### src/rtl/uart_rx_ctrl_if.sv
// ============================================================================
// Module   : uart_rx_ctrl_if
// Purpose  : Serial-side inputs and byte-side outputs of the UART receive
//            controller, grouped so that producer and consumer share one bundle.
// Revision : 1.0 - initial release
// ============================================================================
`default_nettype none

interface uart_rx_ctrl_if #(
  parameter int DATA_BITS = 8
);
  logic                 sample_tick;
  logic                 rx;
  logic [DATA_BITS-1:0] data;
  logic                 data_valid;
  logic                 frame_err;
  logic                 parity_err;
  logic                 busy;
  logic [2:0]           state;

  // master: tick generator / line side plus byte consumer
  modport master (
    output sample_tick, rx,
    input  data, data_valid, frame_err, parity_err, busy, state
  );

  // slave: the receive controller itself
  modport slave (
    input  sample_tick, rx,
    output data, data_valid, frame_err, parity_err, busy, state
  );
endinterface

`default_nettype wire

### src/rtl/uart_rx_ctrl.sv
// ============================================================================
// Module   : uart_rx_ctrl
// Purpose  : Oversampling UART receiver with start-bit glitch rejection,
//            framing error and optional parity check (macro UART_RX_PARITY_EN).
// Revision : 1.0 - initial release
// ============================================================================
`default_nettype none

module uart_rx_ctrl #(
  parameter int DATA_BITS  = 8,
  parameter int OVERSAMPLE = 16,
  parameter int PARITY_ODD = 0
) (
  input  logic            clk,
  input  logic            reset,
  uart_rx_ctrl_if.slave   bus
);

  localparam int OSW = $clog2(OVERSAMPLE);
  localparam int BCW = $clog2(DATA_BITS + 1);

  localparam logic [2:0] c_idle   = 3'd0;
  localparam logic [2:0] c_start  = 3'd1;
  localparam logic [2:0] c_data   = 3'd2;
  localparam logic [2:0] c_parity = 3'd3;
  localparam logic [2:0] c_stop   = 3'd4;

  localparam logic [OSW-1:0] c_os_half = OSW'(OVERSAMPLE / 2 - 1);
  localparam logic [OSW-1:0] c_os_last = OSW'(OVERSAMPLE - 1);
  localparam logic [BCW-1:0] c_bit_last = BCW'(DATA_BITS - 1);

  logic [2:0]           state_q,      state_d;
  logic [OSW-1:0]       os_cnt_q,     os_cnt_d;
  logic [BCW-1:0]       bit_cnt_q,    bit_cnt_d;
  logic [DATA_BITS-1:0] shift_q,      shift_d;
  logic [DATA_BITS-1:0] data_q,       data_d;
  logic                 data_valid_q, data_valid_d;
  logic                 frame_err_q,  frame_err_d;
  logic                 parity_err_q, parity_err_d;
  logic                 mismatch_q,   mismatch_d;

  logic os_wrap;
  logic [OSW-1:0] os_next;

  // Mid-bit sample point in DATA/PARITY/STOP; counter wraps explicitly so
  // non-power-of-two oversample ratios keep the right bit period.
  assign os_wrap = (os_cnt_q == c_os_last);
  assign os_next = os_wrap ? '0 : os_cnt_q + 1'b1;

  // ---------------------------------------------------------------- state reg
  always_ff @(posedge clk) begin
    if (!reset) begin
      state_q <= c_idle;
    end else begin
      state_q <= state_d;
    end
  end

  // --------------------------------------------------------------- next state
  always_comb begin
    state_d = state_q;
    if (bus.sample_tick) begin
      case (state_q)
        c_idle:   if (!bus.rx) state_d = c_start;
        c_start:  if (os_cnt_q == c_os_half) state_d = bus.rx ? c_idle : c_data;
        c_data: begin
          if (os_wrap && (bit_cnt_q == c_bit_last)) begin
`ifdef UART_RX_PARITY_EN
            state_d = c_parity;
`else
            state_d = c_stop;
`endif
          end
        end
        c_parity: begin
          if (os_wrap) begin
`ifdef UART_RX_PARITY_EN
            state_d = c_stop;
`else
            state_d = c_idle;
`endif
          end
        end
        c_stop:   if (os_wrap) state_d = c_idle;
        default:  state_d = c_idle;
      endcase
    end
  end

  // ----------------------------------------------------- datapath and outputs
  always_comb begin
    os_cnt_d     = os_cnt_q;
    bit_cnt_d    = bit_cnt_q;
    shift_d      = shift_q;
    data_d       = data_q;
    mismatch_d   = mismatch_q;
    data_valid_d = 1'b0;
    frame_err_d  = 1'b0;
    parity_err_d = 1'b0;
    if (bus.sample_tick) begin
      case (state_q)
        c_idle: begin
          os_cnt_d  = '0;
          bit_cnt_d = '0;
        end
        c_start: begin
          if (os_cnt_q == c_os_half) begin
            os_cnt_d  = '0;
            bit_cnt_d = '0;
          end else begin
            os_cnt_d = os_cnt_q + 1'b1;
          end
        end
        c_data: begin
          os_cnt_d = os_next;
          if (os_wrap) begin
            shift_d   = {bus.rx, shift_q[DATA_BITS-1:1]};
            bit_cnt_d = bit_cnt_q + 1'b1;
          end
        end
        c_parity: begin
          os_cnt_d = os_next;
`ifdef UART_RX_PARITY_EN
          if (os_wrap) mismatch_d = (^shift_q) ^ bus.rx ^ 1'(PARITY_ODD);
`endif
        end
        c_stop: begin
          os_cnt_d = os_next;
          if (os_wrap) begin
            data_d       = shift_q;
            data_valid_d = bus.rx;
            frame_err_d  = !bus.rx;
`ifdef UART_RX_PARITY_EN
            parity_err_d = bus.rx & mismatch_q;
`endif
          end
        end
        default: begin
          os_cnt_d  = '0;
          bit_cnt_d = '0;
        end
      endcase
    end
  end

  always_ff @(posedge clk) begin
    if (!reset) begin
      os_cnt_q     <= '0;
      bit_cnt_q    <= '0;
      shift_q      <= '0;
      data_q       <= '0;
      mismatch_q   <= 1'b0;
      data_valid_q <= 1'b0;
      frame_err_q  <= 1'b0;
      parity_err_q <= 1'b0;
    end else begin
      os_cnt_q     <= os_cnt_d;
      bit_cnt_q    <= bit_cnt_d;
      shift_q      <= shift_d;
      data_q       <= data_d;
      mismatch_q   <= mismatch_d;
      data_valid_q <= data_valid_d;
      frame_err_q  <= frame_err_d;
      parity_err_q <= parity_err_d;
    end
  end

`ifndef UART_RX_PARITY_EN
  // Parity sense and stored mismatch have no consumer without the parity stage.
  logic unused_parity;
  assign unused_parity = 1'(PARITY_ODD) ^ mismatch_q ^ parity_err_q;
`endif

  assign bus.data       = data_q;
  assign bus.data_valid = data_valid_q;
  assign bus.frame_err  = frame_err_q;
`ifdef UART_RX_PARITY_EN
  assign bus.parity_err = parity_err_q;
`else
  assign bus.parity_err = 1'b0;
`endif
  assign bus.busy       = (state_q != c_idle);
  assign bus.state      = state_q;

endmodule

`default_nettype wire

### src/flat_wrapper.sv
// flat-port wrapper written by rule: the top's interface ports become plain ports
module uart_rx_ctrl_flat 
#(
  parameter int DATA_BITS  = 8,
  parameter int OVERSAMPLE = 16,
  parameter int PARITY_ODD = 0
)
  (clk, reset, bus_sample_tick, bus_rx, bus_data, bus_data_valid, bus_frame_err, bus_parity_err, bus_busy, bus_state);
  uart_rx_ctrl_if #(.DATA_BITS(DATA_BITS)) bus_i ();
  input  logic clk;
  input  logic reset;
  input wire logic [$bits(bus_i.sample_tick)-1:0] bus_sample_tick;
  input wire logic [$bits(bus_i.rx)-1:0] bus_rx;
  output wire logic [$bits(bus_i.data)-1:0] bus_data;
  output wire logic [$bits(bus_i.data_valid)-1:0] bus_data_valid;
  output wire logic [$bits(bus_i.frame_err)-1:0] bus_frame_err;
  output wire logic [$bits(bus_i.parity_err)-1:0] bus_parity_err;
  output wire logic [$bits(bus_i.busy)-1:0] bus_busy;
  output wire logic [$bits(bus_i.state)-1:0] bus_state;
  assign bus_i.sample_tick = bus_sample_tick;
  assign bus_i.rx = bus_rx;
  assign bus_data = bus_i.data;
  assign bus_data_valid = bus_i.data_valid;
  assign bus_frame_err = bus_i.frame_err;
  assign bus_parity_err = bus_i.parity_err;
  assign bus_busy = bus_i.busy;
  assign bus_state = bus_i.state;
  uart_rx_ctrl #(.DATA_BITS(DATA_BITS), .OVERSAMPLE(OVERSAMPLE), .PARITY_ODD(PARITY_ODD)) u_core (.clk(clk), .reset(reset), .bus(bus_i));
endmodule
### config.mk
export PLATFORM = sky130hd
export DESIGN_NAME = uart_rx_ctrl_flat
export DESIGN_NICKNAME = d
export VERILOG_FILES = /design/src/rtl/uart_rx_ctrl_if.sv /design/src/rtl/uart_rx_ctrl.sv /design/src/flat_wrapper.sv
export SDC_FILE = /design/constraint.sdc
export NUM_CORES = 1
export LEC_CHECK = 0
export ABC_AREA = 1
export CORE_UTILIZATION = 56
export CTS_CLUSTER_SIZE = 30
export DETAILED_ROUTE_END_ITERATION = 7
export PLACE_DENSITY = 0.84
export SETUP_SLACK_MARGIN = 0.05
export SLEW_MARGIN = 0
export SYNTH_ARGS = -nofsm -noshare
export SYNTH_HDL_FRONTEND = slang
export SYNTH_SLANG_ARGS = --single-unit
### constraint.sdc
create_clock -name clk -period 3.4 [get_ports clk]
set_input_delay 0.68 -clock clk [delete_from_list [all_inputs] [get_ports clk]]
set_output_delay 0.68 -clock clk [all_outputs]
set_load 0.02 [all_outputs]
==> results.tsv <==
stage	metric	value	unit
min_path	Hold Crit Class	register to register	
power_and_ir_drop	Cell Pwr Density	694	nW/um2
clocking	CTS clk-pin slew, worst paths	0.08	ns
timing	Tcrit/Tclk final	66.7	%
clocking	buffers inserted by post-CTS timing repair	0	
setup_path	crit path capture type	primary output	
placement	Detailed Place HPWL	1830	um
logic_synthesis	mapped cell area	1290	um2
placement	Placement Cell Area	1470	um2
clocking	latest clock arrival within the worst-skew pair	0.33	ns
floorplan	die width	50.0	um
clocking	# H-tree levels	2	
logic_synthesis	leading register cell type out of synthesis	dfxtp_1	
floorplan	Core Area	2190	um2
logic_synthesis	mean post-synth cell area	6.99	um2
placement	port bufs	17	
timing	hold violation total from the final report	0	
min_path	Hold Path Depth	2	
floorplan	# IOs	19	
setup_path	Critical Path Fanout Max	6	
final_layout	share of cells above drive strength 1	7.77	%
logic_synthesis	post-synthesis instance total	185	
final_layout	Finished Cell Area	1520	um2
timing	f_max	0.441	GHz
floorplan	Die Y	50.0	um
detailed_routing	Initial DRC Count	27	
setup_path	CP max stage cell	clkdlybuf4s50_1	
timing	Tmin final	2.27	ns
timing	final setup fails	0	
timing	Worst-Margin Slew	0.643	ns
global_route	overall global routing resource usage	22.9	%
logic_synthesis	post-synthesis sequential area ratio	44.9	%
power_and_ir_drop	maximum VDD drop	0.000613	V
global_route	first-pass GRT wire length	4170	um
clocking	number of buffers created by CTS	5	
setup_path	crit start category	register	
outcome	outcome	finished, final reports clean	
power_and_ir_drop	Leak Pwr	0.665	nW
clocking	cts repair resizes	0	
final_layout	Layout area overhead	17.5	%
timing	RSZ-0062 raised after global routing	false	
detailed_routing	number of remaining DRC errors	0	
logic_synthesis	Yosys reg bits	29	
final_layout	Layout Nets	211	
timing	final clock skew	0.00878	ns
clocking	CTS root buffer	clkbuf_4	
floorplan	Initial Util	59.0	%
logic_synthesis	EDFF count, synth	0	
clocking	CTS tree	done	
detailed_routing	final WL	2430	um
detailed_routing	post-route ant nets	0	
clocking	hold buffer count at CTS	0	
timing	Final Max Slew Viols	0	
setup_path	Worst setup startpoint	u_core.bus.state[0]	
global_route	largest net degree at the start of global routing	24	
detailed_routing	WL/cell	10.4	um
floorplan	Rows	17	
power_and_ir_drop	Pwr Total	1.05	mW
setup_path	reg2reg path depth	8	
setup_path	CP Cell Sequence	nor2_1 > nand2_1 > clkdlybuf4s50_1	
run	max cap viols	0	
setup_path	Critical Path Sink	bus_busy	
timing	Max-slew headroom	57.0	%
logic_synthesis	Async S/R FF share, synth	0	%
global_route	initial antenna violation count	0	
logic_synthesis	warning count from the yosys run	0	
setup_path	crit path kind	register to primary output	
global_route	number of global-route vias before repair	997	
setup_path	WP data arrival	1.59	ns
logic_synthesis	post-synth cell types	24	
clocking	clock tree buffer depth	2	
detailed_routing	drt pass-1 iters	6	
global_route	total grt overflow	0	
setup_path	reg-to-reg endpoint	u_core.bus.data[2]	
timing	Worst Hold Slack	0.485	ns
setup_path	RR Startpoint	u_core.os_cnt_q[0]	
placement	GP Congestion	0.896	
clocking	Clock Sinks	29	
logic_synthesis	Syn Nets	191	
detailed_routing	vias	1198	
setup_path	register-to-register setup slack	1.90	ns
setup_path	crit-path max cell delay	0.61	ns
timing	Final TNS setup	0	ns
detailed_routing	vias per cell	5.12	
setup_path	worst path required time	2.72	ns
final_layout	Antenna diodes	0	
floorplan	die area	2500	um2
==> placed cells by master (no fill, tap or decap), types with 2 or more instances in the layout <==
cell type	Yosys	layout
nor2_1	50	50
ha_1	2	2
nand3_1	8	8
o21ai_1	4	4
nand2_2	4	4
nor3_1	3	3
clkdlybuf4s50_1	0	17
inv_1	18	18
inv_2	2	2
clkbuf_1	0	3
nand2_1	29	29
o211ai_1	2	2
o21ai_0	15	15
dfxtp_1	29	29
clkbuf_4	0	5
a21oi_1	7	7
nor2_4	2	2
==> where the power goes <==
part	switching [mW]	internal (mW)	leakage, nW	total (mW)
combinational	0.288	0.164	0.404	0.453
sequential	0.0375	0.374	0.235	0.411
clock	0.109	0.0821	0.0265	0.191
==> stage by stage <==
step / cells / setup slack [ns] / utilization [%]
6_report: 234 / 1.13 / 69.3
5_1_grt: 234 / 1.08 / 69.3
4_1_cts: 234 / 1.15 / 69.3
3_5_place_dp: 226 / 1.27 / 67.1
3_3_place_gp: 226 / 1.32 / 67.1
2_1_floorplan: 185 / 1.94 / -
==> how the worst min path moves through the flow <==
stage,endpoint,from,slack [ns]
floorplan,u_core.shift_q[0],u_core.shift_q[0],0.45
global placement,u_core.shift_q[0],u_core.shift_q[0],0.46
detailed placement,u_core.shift_q[0],u_core.shift_q[0],0.48
CTS,u_core.bus.data[2],u_core.bus.data[2],0.49
global route,u_core.shift_q[2],u_core.shift_q[2],0.52
finish,u_core.bus.data[2],u_core.bus.data[2],0.48
==> cells in the mapped netlist, types with 2 or more instances <==
master / instances / area share [%]
inv_2: 2 / 0.58
o211ai_1: 2 / 1.2
nor3_1: 3 / 1.2
a21oi_1: 7 / 2.7
nand2_1: 29 / 8.4
o21ai_0: 15 / 5.8
nor2_1: 50 / 15
nor2_4: 2 / 1.7
inv_1: 18 / 5.2
o21ai_1: 4 / 1.5
ha_1: 2 / 1.9
dfxtp_1: 29 / 45
nand2_2: 4 / 1.9
nand3_1: 8 / 3.1
==> sequential cells by signal (all words and copies together), names as in the netlist <==
name,cells
u_core.bus.data_valid,1
u_core.os_cnt_q,4
u_core.bus.frame_err,1
u_core.bit_cnt_q,4
u_core.bus.data,8
u_core.shift_q,8
u_core.bus.state,3
==> layer usage <==
metal  GRT usage (%)  part of all wire [%]  wire (um)  up-vias
met2            36.9                    52       1260       22
met3            10.2                   5.1        124        5
met4            11.9                   1.8         43        0
met1            25.0                    41        998      550
li1                -                     -          -      621
met5               0                     0          0        -
==> worst max-delay path: cells and delay by family (launching register included) <==
kind / cells / cell delay [ns]
buffers and inverters: 1 / 0.61
DFF: 1 / 0.43
and+or+nand+nor: 2 / 0.22
==> final cells by class <==
cell class	instances	area, um2
fill	190	672
multi-input combinational	131	604
sequential	29	581
timing repair buffer	17	170
inverter	21	80.1
clock buffer	8	48.8
tap	28	35.0
==> kinds of logic (layout without fill, tap and decap cells) <==
family,count (synthesis),in the layout,synth area share (%)
AND/OR/NAND/NOR,99,99,32.6
flip-flops,29,29,44.9
AO/OA/AOI/OAI,28,28,11.2
buffers and inverters,25,46,8.32
adder cells (fa/ha/maj),2,2,1.94
other,1,1,0.290
XOR/XNOR,1,1,0.678
Power figures use the tool's default switching activity.
